<file path="src/rtl/simple_ser_pkg_v.sv">
// Shared definitions for the simple serial transmitter/receiver pair:
// line state encoding, idle line level and a constant-safe clog2.
package simple_ser_pkg_v;

    typedef enum logic [1:0] {
        IDLE  = 2'd0,
        START = 2'd1,
        DATA  = 2'd2,
        STOP  = 2'd3
    } ser_state_e;

    localparam logic IDLE_LEVEL = 1'b1;

    function automatic int unsigned clog2(input int unsigned n);
        int unsigned r;
        r = 0;
        while ((32'd1 << r) < n) begin
            r = r + 1;
        end
        return r;
    endfunction

endpackage

</file>
<file path="src/rtl/simple_ser_baud_v.sv">
// Bit-period divider: counts 0..DIV-1 and flags the last cycle of each serial bit.
module simple_ser_baud_v
    import simple_ser_pkg_v::*;
#(
    parameter int unsigned DIV = 4
) (
    input  logic clk,
    input  logic resetn,
    input  logic clr_i,
    output logic bit_end_o
);

    localparam int unsigned CntW = (clog2(DIV) > 0) ? clog2(DIV) : 1;
    localparam logic [CntW-1:0] CntMax = CntW'(DIV - 1);

    logic [CntW-1:0] cnt_q, cnt_d;

    always_comb begin
        cnt_d = cnt_q;
        if (clr_i || (cnt_q == CntMax)) begin
            cnt_d = '0;
        end else begin
            cnt_d = cnt_q + 1'b1;
        end
    end

    always_ff @(posedge clk or negedge resetn) begin
        if (!resetn) begin
            cnt_q <= '0;
        end else begin
            cnt_q <= cnt_d;
        end
    end

    assign bit_end_o = (cnt_q == CntMax);

endmodule

</file>
<file path="src/rtl/simple_ser_tx_v.sv">
// Parallel-to-serial transmitter: valid/ready word in, start + LSB-first data + stop out.
module simple_ser_tx_v
    import simple_ser_pkg_v::*;
#(
    parameter int unsigned DATA_W = 8,
    parameter int unsigned DIV    = 4
) (
    input  logic              clk,
    input  logic              resetn,
    input  logic [DATA_W-1:0] d_in,
    input  logic              d_vld,
    output logic              d_rdy,
    output logic              tx,
    output logic              busy
);

    localparam int unsigned BitW = (clog2(DATA_W) > 0) ? clog2(DATA_W) : 1;
    localparam logic [BitW-1:0] BitMax = BitW'(DATA_W - 1);

    ser_state_e        state_q, state_d;
    logic [BitW-1:0]   bit_cnt_q, bit_cnt_d;
    logic [DATA_W-1:0] shreg_q, shreg_d;
    logic              tx_q, tx_d;
    logic              rdy_q, rdy_d;
    logic              busy_q, busy_d;
    logic              baud_clr;
    logic              bit_end;

    // Divider held at zero while idle so the start bit gets a full period.
    assign baud_clr = (state_q == IDLE);

    simple_ser_baud_v #(
        .DIV(DIV)
    ) u_baud (
        .clk      (clk),
        .resetn   (resetn),
        .clr_i    (baud_clr),
        .bit_end_o(bit_end)
    );

    // Outputs are computed for the next state so they come straight from flops.
    always_comb begin
        state_d   = state_q;
        bit_cnt_d = bit_cnt_q;
        shreg_d   = shreg_q;
        tx_d      = tx_q;
        rdy_d     = rdy_q;
        busy_d    = busy_q;
        case (state_q)
            IDLE: begin
                if (d_vld) begin
                    shreg_d = d_in;
                    state_d = START;
                    tx_d    = 1'b0;
                    rdy_d   = 1'b0;
                    busy_d  = 1'b1;
                end
            end
            START: begin
                if (bit_end) begin
                    state_d   = DATA;
                    bit_cnt_d = '0;
                    tx_d      = shreg_q[0];
                end
            end
            DATA: begin
                if (bit_end) begin
                    shreg_d = shreg_q >> 1;
                    if (bit_cnt_q == BitMax) begin
                        state_d   = STOP;
                        bit_cnt_d = '0;
                        tx_d      = IDLE_LEVEL;
                    end else begin
                        bit_cnt_d = bit_cnt_q + 1'b1;
                        tx_d      = shreg_d[0];
                    end
                end
            end
            STOP: begin
                if (bit_end) begin
                    state_d = IDLE;
                    tx_d    = IDLE_LEVEL;
                    rdy_d   = 1'b1;
                    busy_d  = 1'b0;
                end
            end
            default: begin
                state_d = IDLE;
            end
        endcase
    end

    always_ff @(posedge clk or negedge resetn) begin
        if (!resetn) begin
            state_q   <= IDLE;
            bit_cnt_q <= '0;
            shreg_q   <= '0;
            tx_q      <= IDLE_LEVEL;
            rdy_q     <= 1'b1;
            busy_q    <= 1'b0;
        end else begin
            state_q   <= state_d;
            bit_cnt_q <= bit_cnt_d;
            shreg_q   <= shreg_d;
            tx_q      <= tx_d;
            rdy_q     <= rdy_d;
            busy_q    <= busy_d;
        end
    end

    assign tx    = tx_q;
    assign d_rdy = rdy_q;
    assign busy  = busy_q;

endmodule

</file>
<file path="config.mk">
export PLATFORM = sky130hd
export DESIGN_NAME = simple_ser_tx_v
export DESIGN_NICKNAME = d
export VERILOG_FILES = /design/src/rtl/simple_ser_pkg_v.sv /design/src/rtl/simple_ser_baud_v.sv /design/src/rtl/simple_ser_tx_v.sv
export SDC_FILE = /design/constraint.sdc
export NUM_CORES = 1
export LEC_CHECK = 0
export ABC_CLOCK_PERIOD_IN_PS = 2000
export CORE_MARGIN = 8
export CORE_UTILIZATION = 52
export DETAILED_ROUTE_END_ITERATION = 8
export GPL_TIMING_DRIVEN = 0
export PLACE_DENSITY = 0.8
export SLEW_MARGIN = 30
export SYNTH_ARGS = -nofsm -noshare
export SYNTH_HDL_FRONTEND = slang
export SYNTH_SLANG_ARGS = --single-unit
</file>
<file path="constraint.sdc">
create_clock -name clk -period 2 [get_ports clk]
set_input_delay 0.4 -clock clk [delete_from_list [all_inputs] [get_ports clk]]
set_output_delay 0.4 -clock clk [all_outputs]
set_load 0.02 [all_outputs]
</file>
After elaboration in Yosys (flattened, before gate mapping). Index checks and enable logic that the tools add are counted.

Mux-type cells: 24. Equal/unequal tests: 10. Add/sub/neg operators: 2. Reductions and logical operators: 10.

Operators by type and width (count): 2-to-1 mux 8 bit (2); one-hot mux 8 bit (2 select lines) (1); 2-to-1 mux 2 bit (6); inequality test 2 bit (second input constant) (5); 2-to-1 mux 3 bit (3); AND reduction 3 bit (3); one-hot mux 2 bit (4 select lines) (1); 2-to-1 mux 1 bit (7); == test 2 bit (second input constant) (3); one-hot mux 3 bit (2 select lines) (1); nonzero test 2 bit (3); AND reduction 5 bit (1); one-hot mux 1 bit (2 select lines) (2); one-hot mux 1 bit (4 select lines) (1); AND reduction 4 bit (1); adder 3 x 1 -> 3 bit (second input constant) (1); == test 3 bit (second input constant) (1); adder 2 x 1 -> 2 bit (second input constant) (1); == test 2 x 1 -> 1 bit (second input constant) (1); zero test 2 bit (1); logical OR 1 bit (1).

Output and inout port bits: 3. Register bits after elaboration: 18. Word-level logic and storage cells: 53. Input port bits: 11.

Logic depth before layout (Yosys ltp). Gate-level depths: netlist (run 1).

Word-level depth: 4. Gate-level depth with buffers: 7. Mapped depth without buffers: 5.

Cells and area by module. From an unflattened synthesis (run 1), not the netlist that was laid out.

Cells, all modules: 76. Area total of the unflattened synthesis: 974.7 sq um.

By module, submodules not included: simple_ser_tx_v (instances 1, cells each 71, sequential area each 402.9 sq um, area each 889.6 sq um); simple_ser_baud_v (instances 1, cells each 5, sequential area each 50.0 sq um, area each 85.1 sq um).

Least setup slack after synthesis (run 1). No wires, ideal clock.

Path type: flip-flop to flip-flop. Start: register state_q[0]. End: register shreg_q[0]. Buffers on the path: 1. Arrival time: 1.526 ns. Clock period less this slack: 1.651 ns. Data required time: 1.875 ns. Stages on the path, launching flop included: 7. Library setup time: 0.125 ns. Setup slack: 0.349 ns. Path through: dfrtp_1 -> inv_1 -> ha_1 -> buf_6 -> nand2b_1 -> a21boi_4 -> mux2_2.

Longest elaborated chain between the ends: 3. Elaborated cells on any way between the ends: 7. Classes of those cells: eq/ne: 3; mux: 1; reduce/logical: 3.

Ends and longest elaborated chain: start: declaration (line simple_ser_tx_v.sv:20) `ser_state_e state_q, state_d;`; start signal: assignment (line simple_ser_tx_v.sv:102) `state_q <= state_d;`; == test 2 bit or zero test 2 bit (tied branches) (line simple_ser_tx_v.sv:49) `case (state_q)`; inequality test 2 bit (no source line) or nonzero test 2 bit (tied branches); AND reduction 3 bit (no source line); end signal: assignment (line simple_ser_tx_v.sv:104) `shreg_q <= shreg_d;`; end: declaration (line simple_ser_tx_v.sv:22) `logic [DATA_W-1:0] shreg_q, shreg_d;`.

Several ways; a longest one is shown, not always the timed one. A chain may end at the register's enable or synchronous reset.

Final worst setup path (run 1).
Start: register rdy_q, in the netlist d_rdy. End: output d_rdy.

RTL lines: start: declaration (line simple_ser_tx_v.sv:24) `logic rdy_q, rdy_d;`; start signal: assignment (line simple_ser_tx_v.sv:106) `rdy_q <= rdy_d;`; end: declaration (line simple_ser_tx_v.sv:12) `output logic d_rdy,`.

No word-level cell between the ends.

==> results.toml, run 1 <==
[final_layout]
layout-area-overhead-vs-synth_pct = 20.7
seqCellArea_um2 = 453
multi_input_area_um2 = 459
nFillCells = 141
drive_gt1_share_pct = 28.7
fin_nets = 114
antenna_cells = 0
final_core_util_pct = 66.7

[setup_path]
crit_type = "flip-flop to output pin"
critical_path.max_stage_delay_ns = 0.60
worstSetupStartpointType = "flip-flop"
arrival_ns = 1.44
critPathCaptureType = "output pin"
cp_num_buf_inv = 1
critPathSlowestCell = "clkdlybuf4s50_1"
cpLargestDelayFamily = "buffers and inverters"
worstPathMaxFanout = 3
worst_ep_required_time_ns = 1.60
worstPathCellList = "clkdlybuf4s50_1"

[synth]
yosysUniqueCellTypes = 22
ys_warn_count = 0
avgSynthCellArea_um2 = 12.4
synth_cells = 77
syn_nets = 96
synth.area.top_cells = "dfrtp_1 42%, mux2_2 19%, ha_1 10%"
ys_seq_area_share_pct = 47.4
netlist.area_leader.share_pct = 41.9
syn_area_um2 = 955
ys_seq_elements = 18
yosysTopAreaCell = "dfrtp_1"

[clocking]
cts_root_buffer = "clkbuf_4"
hold_buffers = 0
htree_num_levels = 1
clock-sinks = 18
ctsLongestPathBuffers = 2
cts_resized = 0
cts-buffers-inserted = 3
worstSkewPairLatency_ns = 0.29
clk_pin_slew_ns = 0.10
cts_tree = "built"
post_cts_buffers = 0

[power]
intPower_w = 0.00110
power.share.combinational_pct = 50.1
p_per_area_nw_per_um2 = 1450
ir_drop_mv = 0.909
clkPwrFrac_pct = 13.5
p_seq_share_pct = 36.4
p_leak_nw = 0.508
swShare_pct = 34.3
power.switching_w = 0.000573

[floorplanning]
initial_core_util_pct = 55.3
dieArea_um2 = 3460
die_w_um = 58.8
fp.dieH_um = 58.8
core_area_um2 = 1730
ioPinCount = 14
core.rowCount = 15

[drt]
via_per_inst = 5.31
drtIter0Drc = 7
drc = 0
first_pass_iters = 4
vias = 632
routed_wl_mm = 1.69
drtAntennaViolNets = 0
post_drt_wl_per_cell_um = 14.2

[global_route]
gr-total-overflow = 0
grt_use_total_pct = 11.5
grt_max_degree = 19
antenna_found_initial = 0
grt_pass1_wl_mm = 3.02
grt_pass1_vias = 704

[sta]
max_freq_mhz = 543
rsz0062_at_grt = "false"
slew_headroom_pct = 47.5
fin_worst_skew_ns = 0.00248
finalSetupTns_ns = 0
drv_slew = 0
hold_viol = 0
finalCriticalPeriod_ns = 1.84
fin_crit_sh_pct = 92.1
setup_violations = 0
worst_slack_ns = 0.159
tightest_slew_ns = 0.785

[placed_design]
io_buffers = 13
gp_congestion = 0.799
post-place-ws_ns = 0.0304
post-dp-hpwl_mm = 1.29

[job]
maxCapViolations = 0

[hold_path]
min_path_type = "flip-flop to flip-flop"

[status]
run_status = "finished clean"
==> cell type report <==
type / instances / share of cell area, %
clock buffer: 4 / 3.15
buffer: 3 / 2.39
sequential: 18 / 39.3
inverter: 4 / 1.30
timing repair buffer: 13 / 11.3
tap: 25 / 2.71
multi-input combinational: 52 / 39.8
==> state kept, by name (all words and copies together) (netlist names) <==
signal and count:
busy 1, bit_cnt_q 3, d_rdy 1, shreg_q 8, state_q 2, tx 1, u_baud.cnt_q 2
==> routing by layer <==
layer	track usage, %	vias up	part of all wire [%]
met5	0	-	0
met4	6.14	0	0.71
met3	3.04	2	2.6
met2	19.6	3	52
met1	12.5	313	45
li1	-	314	-
==> kinds of logic (layout without fill, tap and decap cells) <==
logic type | after synthesis | in the layout | share of synthesized area (%)
compound gates | 16 | 16 | 12.3
buf+inv | 7 | 24 | 4.45
flops | 18 | 18 | 47.4
fa+ha+maj | 8 | 8 | 10.5
simple gates | 12 | 12 | 6.42
mux | 16 | 16 | 18.9
==> synthesized netlist by cell type <==
library cell  count
nand2_1           4
dfstp_2           2
inv_1             4
a21oi_1           5
o2bb2ai_1         1
nor2_1            1
ha_1              8
a2bb2oi_1         1
mux2_2           16
nor3b_1           1
nand4_1           1
a32o_1            2
buf_6             2
dfrtp_1          16
o31ai_1           1
nor3_1            2
nand2b_1          2
or2_2             1
o221ai_1          1
buf_2             1
a21boi_4          1
o21ai_0           4
==> final timing paths <==
kind / from / to / slack (ns) / depth (start not counted)
max in group asynchronous: resetn / busy / 0.96 / 1
worst max register to register: state_q[0] / shreg_q[2] / 0.21 / 6
worst min register to register: u_baud.cnt_q[0] / u_baud.cnt_q[0] / 0.45 / 1
worst max-delay path: d_rdy / d_rdy / 0.16 / 1
worst min-delay path: u_baud.cnt_q[0] / u_baud.cnt_q[0] / 0.45 / 1
min in group asynchronous: resetn / shreg_q[2] / 0.55 / 1
==> cells in the final DEF (no fill, tap or decap), drive strengths merged, types with 3 or more instances in the layout <==
master / count
buf: 3
a21oi: 5
inv: 4
ha: 8
nand2: 4
dfrtp: 16
clkbuf: 4
clkdlybuf4s50: 13
mux2: 16
o21ai: 4
==> stage by stage <==
step | std cells | power, W | hold slack, ns | cell area, µm²
after global routing | 119 | 0.00182 | 0.488 | 1150
after floorplan | 77 | 0.00127 | 0.104 | 955
final | 119 | 0.00167 | 0.453 | 1150
after detailed placement | 115 | 0.00146 | 0.441 | 1120
after global placement | 115 | 0.00143 | 0.428 | 1120
after CTS | 119 | 0.00169 | 0.456 | 1150
==> power groups by stage <==
stage	clock network [W]	logic (W)	registers (W)
after global placement	0	0.000827	0.000606
after detailed placement	0	0.000844	0.000618
after floorplan	0	0.000653	0.000615
after CTS	0.000230	0.000848	0.000610
after global routing	0.000244	0.000942	0.000630
final	0.000225	0.000838	0.000609
No activity file was read; power rests on OpenSTA's default activity.
==> inputs of run 2 (changes only) <==
--- a/config.mk
+++ b/config.mk
@@ -7,10 +7,11 @@
 export LEC_CHECK = 0
 export ABC_CLOCK_PERIOD_IN_PS = 2000
 export CORE_MARGIN = 8
-export CORE_UTILIZATION = 52
+export CORE_UTILIZATION = 60
 export DETAILED_ROUTE_END_ITERATION = 8
+export DONT_BUFFER_PORTS = 1
 export GPL_TIMING_DRIVEN = 0
-export PLACE_DENSITY = 0.8
+export PLACE_DENSITY = 0.79
 export SLEW_MARGIN = 30
 export SYNTH_ARGS = -nofsm -noshare
 export SYNTH_HDL_FRONTEND = slang
==> run 2 against run 1 <==
  * First-iteration DRC count is 29% lower
  * Design area is 13% lower
  * Count of clock-buffer cells in the layout is 1 lower
  * Hold slack worse by 0.15 ns
  * Sequential share of layout area is 5.7 points higher
  * Combinational power is 9.7% lower
  * Sequential power is 3.9% higher
  * Fmax is 3.3% higher
  * Largest power group unchanged
  * Critical path type is now flip-flop to flip-flop
  * Utilization is 0.12 points higher
  * Via count is 8.5% lower
  * Clock power is 23% lower
  * Setup slack better by 0.059 ns
==> results.toml, run 2 (synthesized netlist as in run 1, its figures left out) <==
[status]
run_status = "finished clean"

[global_route]
gr-total-overflow = 0
grt_pass1_wl_mm = 2.59
antenna_found_initial = 0
grt_use_total_pct = 10.2
grt_pass1_vias = 594
grt_max_degree = 19

[clocking]
clk_pin_slew_ns = 0.09
htree_num_levels = 1
cts_root_buffer = "clkbuf_4"
worstSkewPairLatency_ns = 0.29
hold_buffers = 1
cts_resized = 0
post_cts_buffers = 0
cts-buffers-inserted = 3
clock-sinks = 18
ctsLongestPathBuffers = 2
cts_tree = "built"

[power]
p_per_area_nw_per_um2 = 1550
p_leak_nw = 0.454
ir_drop_mv = 0.899

[floorplanning]
initial_core_util_pct = 63.4
die_w_um = 55.9
ioPinCount = 14
fp.dieH_um = 55.9
core_area_um2 = 1510
core.rowCount = 14
dieArea_um2 = 3120

[setup_path]
worstSetupStartpointType = "flip-flop"
arrival_ns = 1.96
critPathSlowestCell = "dfrtp_1"
worst_ep_required_time_ns = 2.18
critPathCaptureType = "flip-flop"
worstPathCellList = "inv_1 -> ha_1 -> buf_6 -> nand2b_1 -> a21boi_4 -> mux2_2"
critical_path.max_stage_delay_ns = 0.38
worstPathMaxFanout = 8
crit_type = "flip-flop to flip-flop"

[sta]
fin_crit_sh_pct = 89.1
finalSetupTns_ns = 0
finalCriticalPeriod_ns = 1.78
rsz0062_at_grt = "false"
drv_slew = 0
slew_headroom_pct = 48.1
tightest_slew_ns = 0.775
fin_worst_skew_ns = 0.00363
hold_viol = 0
max_freq_mhz = 561
setup_violations = 0

[drt]
vias = 578
routed_wl_mm = 1.52
drtIter0Drc = 5
via_per_inst = 5.96
drtAntennaViolNets = 0
post_drt_wl_per_cell_um = 15.7
first_pass_iters = 6
drc = 0

[job]
maxCapViolations = 0

[placed_design]
io_buffers = 0
gp_congestion = 0.730
post-dp-hpwl_mm = 1.21

[final_layout]
antenna_cells = 0
final_core_util_pct = 66.9
final_cell_mix = "16 x mux2_2, 16 x dfrtp_1, 8 x ha_1"
reg_top3 = "shreg_q x8, bit_cnt_q x3"
drive_gt1_share_pct = 32.1
fin_nets = 102
largest_reg_flops = 8
layout-area-overhead-vs-synth_pct = 5.50
regMostFlops = "shreg_q"

[hold_path]
min_path_type = "input pin to flip-flop"
run 2: cell types whose count changed in the layout (fill, tap and decap cells not counted), sizes merged:
| cell | delta |
|---|---|
| clkdlybuf4s50 | -13 |
| clkbuf | -1 |
| dlygate4sd3 | +1 |
run 2: stage by stage:
stage	hold slack, ns	worst slack, ns	total power [W]	instances	cell area, µm²
final	0.302	0.218	0.00156	97	1010
after CTS	0.301	0.190	0.00159	97	1010
after floorplan	0.104	0.349	0.00127	77	955
after global routing	0.342	0.119	0.00170	97	1010
after global placement	0.105	0.252	0.00137	93	975
after detailed placement	0.105	0.203	0.00141	93	975
run 2: cell type report:
type	instances	area, µm²
fillers	119	499
multi-input cells	52	459
flip-flops and latches	18	453
plain buffers	3	27.5
clock buffers	3	22.5
well taps	16	20.0
inverters	4	15.0
repair buffers	1	10.0
run 2: per-layer routing:
| layer | vias to the layer above | GRT usage [%] | routed length [µm] |
|---|---|---|---|
| met3 | 2 | 3.88 | 74 |
| met2 | 12 | 17.3 | 763 |
| li1 | 287 | - | - |
| met4 | 0 | 3.09 | 14 |
| met1 | 277 | 11.4 | 669 |
| met5 | - | 0 | 0 |
run 2: worst paths after layout:
check | from | endpoint | slack (ns) | depth (start not counted)
setup / recovery | state_q[0] | shreg_q[0] | 0.22 | 6
hold / removal | d_vld | busy | 0.30 | 2
setup reg to reg | state_q[0] | shreg_q[0] | 0.22 | 6
hold reg to reg | u_baud.cnt_q[0] | u_baud.cnt_q[0] | 0.46 | 1
max in group asynchronous | resetn | shreg_q[0] | 0.89 | 1
min in group asynchronous | resetn | bit_cnt_q[1] | 0.62 | 1
run 2: critical path: cells and delay by family, from the launching register on:
kind | cells | cell delay (ns)
flip-flops | 1 | 0.38
buffers and inverters | 2 | 0.23
AND/OR/NAND/NOR | 1 | 0.17
adder cells (fa/ha/maj) | 1 | 0.22
AO/OA/AOI/OAI | 1 | 0.30
multiplexers | 1 | 0.37
run 2: power by group:
group | leakage [nW] | internal [W] | total, W | switching (W)
combinational | 0.225 | 0.000421 | 0.000757 | 0.000336
sequential | 0.216 | 0.000527 | 0.000633 | 0.000107
clock | 0.0138 | 0.0000701 | 0.000173 | 0.000103
